$ cat config.mk
export PLATFORM = sky130hd
export DESIGN_NAME = sram16_responder
export DESIGN_NICKNAME = d
export VERILOG_FILES = /design/src/rtl/sram16_responder.sv
export SDC_FILE = /design/constraint.sdc
export NUM_CORES = 1
export LEC_CHECK = 0
export ABC_CLOCK_PERIOD_IN_PS = 3300
export CAP_MARGIN = 10
export CORE_MARGIN = 3
export CORE_UTILIZATION = 46
export DETAILED_ROUTE_END_ITERATION = 8
export PLACE_DENSITY = 0.8
export SYNTH_ARGS = -nofsm -noshare
export SYNTH_HDL_FRONTEND = slang
export SYNTH_SLANG_ARGS = --single-unit
$ cat constraint.sdc
create_clock -name clk -period 3.3 [get_ports clk]
set_input_delay 0.99 -clock clk [delete_from_list [all_inputs] [get_ports clk]]
set_output_delay 0.99 -clock clk [all_outputs]
set_load 0.1 [all_outputs]
$ cat src/rtl/sram16_responder.sv
// Bus responder bridging a 32-bit memory bus onto an asynchronous 16-bit SRAM.
// Each 32-bit access becomes up to two half-word SRAM phases (LO then HI);
// waitrequest is held until the access reaches DONE.
module sram16_responder #(
  parameter int ADDR_WIDTH  = 20,
  parameter int WAIT_CYCLES = 2
) (
  input  logic                  clk,
  input  logic                  reset_n,
  input  logic [31:0]           address,
  input  logic                  read,
  input  logic                  write,
  input  logic [31:0]           writedata,
  input  logic [3:0]            byteenable,
  output logic [31:0]           readdata,
  output logic                  waitrequest,
  output logic [ADDR_WIDTH-1:0] sram_addr,
  output logic [15:0]           sram_dq_out,
  output logic                  sram_dq_oe,
  input  logic [15:0]           sram_dq_in,
  output logic                  sram_ce_n,
  output logic                  sram_oe_n,
  output logic                  sram_we_n,
  output logic                  sram_lb_n,
  output logic                  sram_ub_n
);

  typedef enum logic [1:0] {IDLE, LO, HI, DONE} state_t;

  localparam logic [3:0] W_LAST = 4'(WAIT_CYCLES);

  state_t                state_q, state_d;
  logic [3:0]            cnt_q, cnt_d;
  logic                  wr_q, wr_d;
  logic [3:0]            be_q, be_d;
  logic [31:0]           wdata_q, wdata_d;
  logic [ADDR_WIDTH-2:0] word_q, word_d;
  logic [31:0]           rdata_q, rdata_d;

  logic [ADDR_WIDTH-1:0] addr_q, addr_d;
  logic [15:0]           dq_out_q, dq_out_d;
  logic                  dq_oe_q, dq_oe_d;
  logic                  ce_n_q, ce_n_d;
  logic                  oe_n_q, oe_n_d;
  logic                  we_n_q, we_n_d;
  logic                  lb_n_q, lb_n_d;
  logic                  ub_n_q, ub_n_d;

  logic unused_addr_bits;
  assign unused_addr_bits = ^{address[31:ADDR_WIDTH+1], address[1:0]};

  // State, request latches, read data and registered SRAM pins
  always_ff @(posedge clk) begin
    if (!reset_n) begin
      state_q  <= IDLE;
      cnt_q    <= '0;
      wr_q     <= 1'b0;
      be_q     <= '0;
      wdata_q  <= '0;
      word_q   <= '0;
      rdata_q  <= '0;
      addr_q   <= '0;
      dq_out_q <= '0;
      dq_oe_q  <= 1'b0;
      ce_n_q   <= 1'b1;
      oe_n_q   <= 1'b1;
      we_n_q   <= 1'b1;
      lb_n_q   <= 1'b1;
      ub_n_q   <= 1'b1;
    end else begin
      state_q  <= state_d;
      cnt_q    <= cnt_d;
      wr_q     <= wr_d;
      be_q     <= be_d;
      wdata_q  <= wdata_d;
      word_q   <= word_d;
      rdata_q  <= rdata_d;
      addr_q   <= addr_d;
      dq_out_q <= dq_out_d;
      dq_oe_q  <= dq_oe_d;
      ce_n_q   <= ce_n_d;
      oe_n_q   <= oe_n_d;
      we_n_q   <= we_n_d;
      lb_n_q   <= lb_n_d;
      ub_n_q   <= ub_n_d;
    end
  end

  // Next-state: request acceptance, phase counting, read-data capture
  always_comb begin
    state_d = state_q;
    cnt_d   = cnt_q;
    wr_d    = wr_q;
    be_d    = be_q;
    wdata_d = wdata_q;
    word_d  = word_q;
    rdata_d = rdata_q;
    unique case (state_q)
      IDLE: begin
        if (read | write) begin
          wr_d    = write;
          be_d    = byteenable;
          wdata_d = writedata;
          word_d  = address[ADDR_WIDTH:2];
          rdata_d = '0;
          cnt_d   = 4'd1;
          if (|byteenable[1:0])      state_d = LO;
          else if (|byteenable[3:2]) state_d = HI;
          else                       state_d = DONE;
        end
      end
      LO: begin
        if (cnt_q == W_LAST) begin
          if (!wr_q)
            rdata_d[15:0] = sram_dq_in & {{8{be_q[1]}}, {8{be_q[0]}}};
          cnt_d   = 4'd1;
          state_d = (|be_q[3:2]) ? HI : DONE;
        end else begin
          cnt_d = cnt_q + 4'd1;
        end
      end
      HI: begin
        if (cnt_q == W_LAST) begin
          if (!wr_q)
            rdata_d[31:16] = sram_dq_in & {{8{be_q[3]}}, {8{be_q[2]}}};
          cnt_d   = 4'd1;
          state_d = DONE;
        end else begin
          cnt_d = cnt_q + 4'd1;
        end
      end
      DONE: state_d = IDLE;
      default: state_d = IDLE;
    endcase
  end

  // SRAM pin values are derived from the upcoming state so the pins are
  // registered yet line up with the phase they belong to.
  always_comb begin
    addr_d   = '0;
    dq_out_d = '0;
    dq_oe_d  = 1'b0;
    ce_n_d   = 1'b1;
    oe_n_d   = 1'b1;
    we_n_d   = 1'b1;
    lb_n_d   = 1'b1;
    ub_n_d   = 1'b1;
    if (state_d == LO || state_d == HI) begin
      ce_n_d = 1'b0;
      if (state_d == LO) begin
        addr_d   = {word_d, 1'b0};
        lb_n_d   = ~be_d[0];
        ub_n_d   = ~be_d[1];
        dq_out_d = wdata_d[15:0];
      end else begin
        addr_d   = {word_d, 1'b1};
        lb_n_d   = ~be_d[2];
        ub_n_d   = ~be_d[3];
        dq_out_d = wdata_d[31:16];
      end
      if (wr_d) begin
        dq_oe_d = 1'b1;
        we_n_d  = (cnt_d == W_LAST);
      end else begin
        oe_n_d = 1'b0;
      end
    end
  end

  assign waitrequest = (read | write) && (state_q != DONE);
  assign readdata    = rdata_q;
  assign sram_addr   = addr_q;
  assign sram_dq_out = dq_out_q;
  assign sram_dq_oe  = dq_oe_q;
  assign sram_ce_n   = ce_n_q;
  assign sram_oe_n   = oe_n_q;
  assign sram_we_n   = we_n_q;
  assign sram_lb_n   = lb_n_q;
  assign sram_ub_n   = ub_n_q;

endmodule

==> results.yml <==
outcome:
  status: "complete, no violations"
run:
  maxCapViolCount: 0
global_routing:
  track_usage_pct: 20.1
  antenna_found_initial: 0
  grt_max_degree: 79
  grt_overflow_total: 0
  grt_pass1_vias: 4041
  grt_pass1_wl_mm: 19.0
setup_path:
  end_kind: "output pin"
  max_stage_delay_ns: 0.55
  startpoint: "read"
  arrival_ns: 2.23
  crit_slowest_cell: "clkdlybuf4s50_1"
  crit_chain: "clkdlybuf4s50_1 > buf_4 > nor2_4 > nor2_1 > buf_12"
  crit_required_ns: 2.31
  start_kind: "input pin"
  critical_path.max_fanout: 4
  worstSetupPathType: "input pin to output pin"
  r2r-start: "state_q[0]$_SDFF_PN0_"
routing:
  drt_iter0_markers: 150
  drc: 0
  wire_per_inst_microns: 15.3
  postRouteWirelength_mm: 12.1
  first_pass_iters: 4
  drtAntennaViolNets: 0
  vias: 3946
  drt-vias-per-instance: 5.02
power:
  ir_drop_mv: 0.523
  leakage_nw: 3.09
  power_density_nw_per_um2: 869
  power_w: 0.00608
logic_synthesis:
  synthesis.nets: 579
  yosysWarnings: 0
  synth-edff-count: 0
  synthMostInstantiatedCell: "dfxtp_1"
  yosys.area.top_type: "dfxtp_1"
  ys.flop_type: "dfxtp_1"
  yosys.area.top_type_share_pct: 55.0
  ys_types: 40
  yosys_register_bits: 136
  synthTopCellsByCount: "136 x dfxtp_1, 89 x mux2i_1, 70 x nand2_1"
  ys_async_sr_fraction_pct: 0
  synth-seq-area-share_pct: 55.0
  synth_area_sq_um: 4950
  synthCells: 483
  avgSynthCellArea_sq_um: 10.2
  synth_area_leaders: "dfxtp_1 55%, mux2i_1 18%, nand2_1 5.3%, nor2_1 5.0%, ha_1 2.0%"
timing:
  worst_slack_ns: 0.0806
  fin_crit_sh_pct: 97.6
  max_freq_ghz: 0.311
  skew_ns: 0.0118
  fin_crit_ns: 3.22
  setup_viol_count_final: 0
  drv_slew: 0
  tightest_slew_ns: 0.788
  rsz0062_at_grt: "false"
  hold_ws_ns: 0.459
  finalHoldViolations: 0
  maxSlewHeadroom_pct: 47.5
clock_tree:
  htreeDepth: 4
  cts_tree: "built"
  clock_sink_count: 136
  hold_buffers: 0
  cts_root_buf: "clkbuf_8"
  cts_setup_buffers: 0
  clock_latency_ns: 0.50
  clk_pin_slew_worst_paths_ns: 0.06
  cts_max_path_buffers: 2
  cts_resized: 0
  cts_buffers: 17
cells_and_area:
  drive_above_1_share_pct: 20.2
  fillerInstances: 833
  area_delta_synth_final_pct: 41.4
  diodes: 0
  nNetsFinal: 733
worst_hold_path:
  hold_class: "flip-flop to flip-flop"
  worstHoldStart: "readdata[17]$_SDFFE_PN0P_"
die:
  ios: 163
  placementRows: 37
  fp.coreArea_sq_um: 10400
  dieArea_sq_um: 12000
  die-width_microns: 110
  fp.dieH_microns: 110
  start_util_pct: 47.5
place:
  dp_hpwl_mm: 8.51
  portBuffers: 149
  pre_cts_ws_ns: -0.0478
  gp_congestion: 0.794
[layout make-up]
class,count,area [sq um],share of cell area (%)
inverter,8,30.0,0.429
multi-input combinational,309,2040,29.1
clock inverter,13,169,2.41
tap,136,170,2.43
timing repair buffer,165,1450,20.7
clock buffer,19,422,6.02
sequential,136,2720,38.9
[stage by stage]
step	cell area, sq um	std cells	util (%)	TNS [ns]
CTS	7000	786	67.2	0
detailed placement	6410	754	61.5	-0.114
finish	7000	786	67.2	0
global placement	6410	754	61.5	0
global route	7000	786	67.2	0
floorplan	4950	483	-	0
[kinds of logic (layout without fill, tap and decap cells)]
group,count (synthesis),after routing,synth area share (%)
flip-flops,136,136,55.0
buffers and inverters,38,205,4.07
multiplexers,90,90,18.2
AO/OA/AOI/OAI,38,38,5.81
AND/OR/NAND/NOR,173,173,14.9
adder cells (fa/ha/maj),8,8,2.02
[cells in the final DEF (no fill, tap or decap), types with 3 or more instances in the layout]
| master | synthesis | layout |
|---|---|---|
| clkinv_4 | 0 | 3 |
| nand2_1 | 70 | 70 |
| nor2_1 | 66 | 66 |
| ha_1 | 8 | 8 |
| and3_1 | 5 | 5 |
| o22ai_1 | 16 | 16 |
| nor3_1 | 20 | 20 |
| inv_1 | 6 | 6 |
| and2_1 | 3 | 3 |
| buf_4 | 6 | 89 |
| o21ai_0 | 6 | 5 |
| clkbuf_16 | 0 | 16 |
| dfxtp_1 | 136 | 136 |
| clkdlybuf4s50_1 | 0 | 74 |
| mux2i_1 | 89 | 89 |
| inv_6 | 0 | 4 |
| bufinv_16 | 0 | 3 |
[per-layer routing]
metal,track usage (%),wire [microns],part of all wire [%]
met1,22.8,4980,41
met2,34.6,5910,49
met3,8.75,1090,9.0
met4,5.16,77,0.64
met5,0,0,0
[report_power, final]
part,leakage (nW),internal [W],switching [W]
clock,0.288,0.00116,0.000709
sequential,1.11,0.00188,0.0000895
combinational,1.69,0.000647,0.00160
total,3.09,0.00369,0.00239
[path summary, 6_finish.rpt]
path | end | slack, ns | cells after the start
setup reg to reg | sram_dq_out[4]$_SDFF_PN0_ | 0.58 | 10
hold reg to reg | readdata[17]$_SDFFE_PN0P_ | 0.46 | 2
hold / removal | readdata[17]$_SDFFE_PN0P_ | 0.46 | 2
setup / recovery | waitrequest | 0.08 | 5
[critical path, delay by kind of cell]
kind	cells	cell delay, ns
AND/OR/NAND/NOR	2	0.28
buffers and inverters	3	0.96
[state kept, by name, summed over array words and instances (netlist names)]
signal       count
readdata        32
wdata_q         32
sram_addr       20
word_q          19
sram_dq_out     16
be_q             4
cnt_q            4
state_q          2
sram_ce_n        1
sram_dq_oe       1
sram_lb_n        1
sram_oe_n        1
sram_ub_n        1
sram_we_n        1
wr_q             1
(Power assumes the default switching activity.)
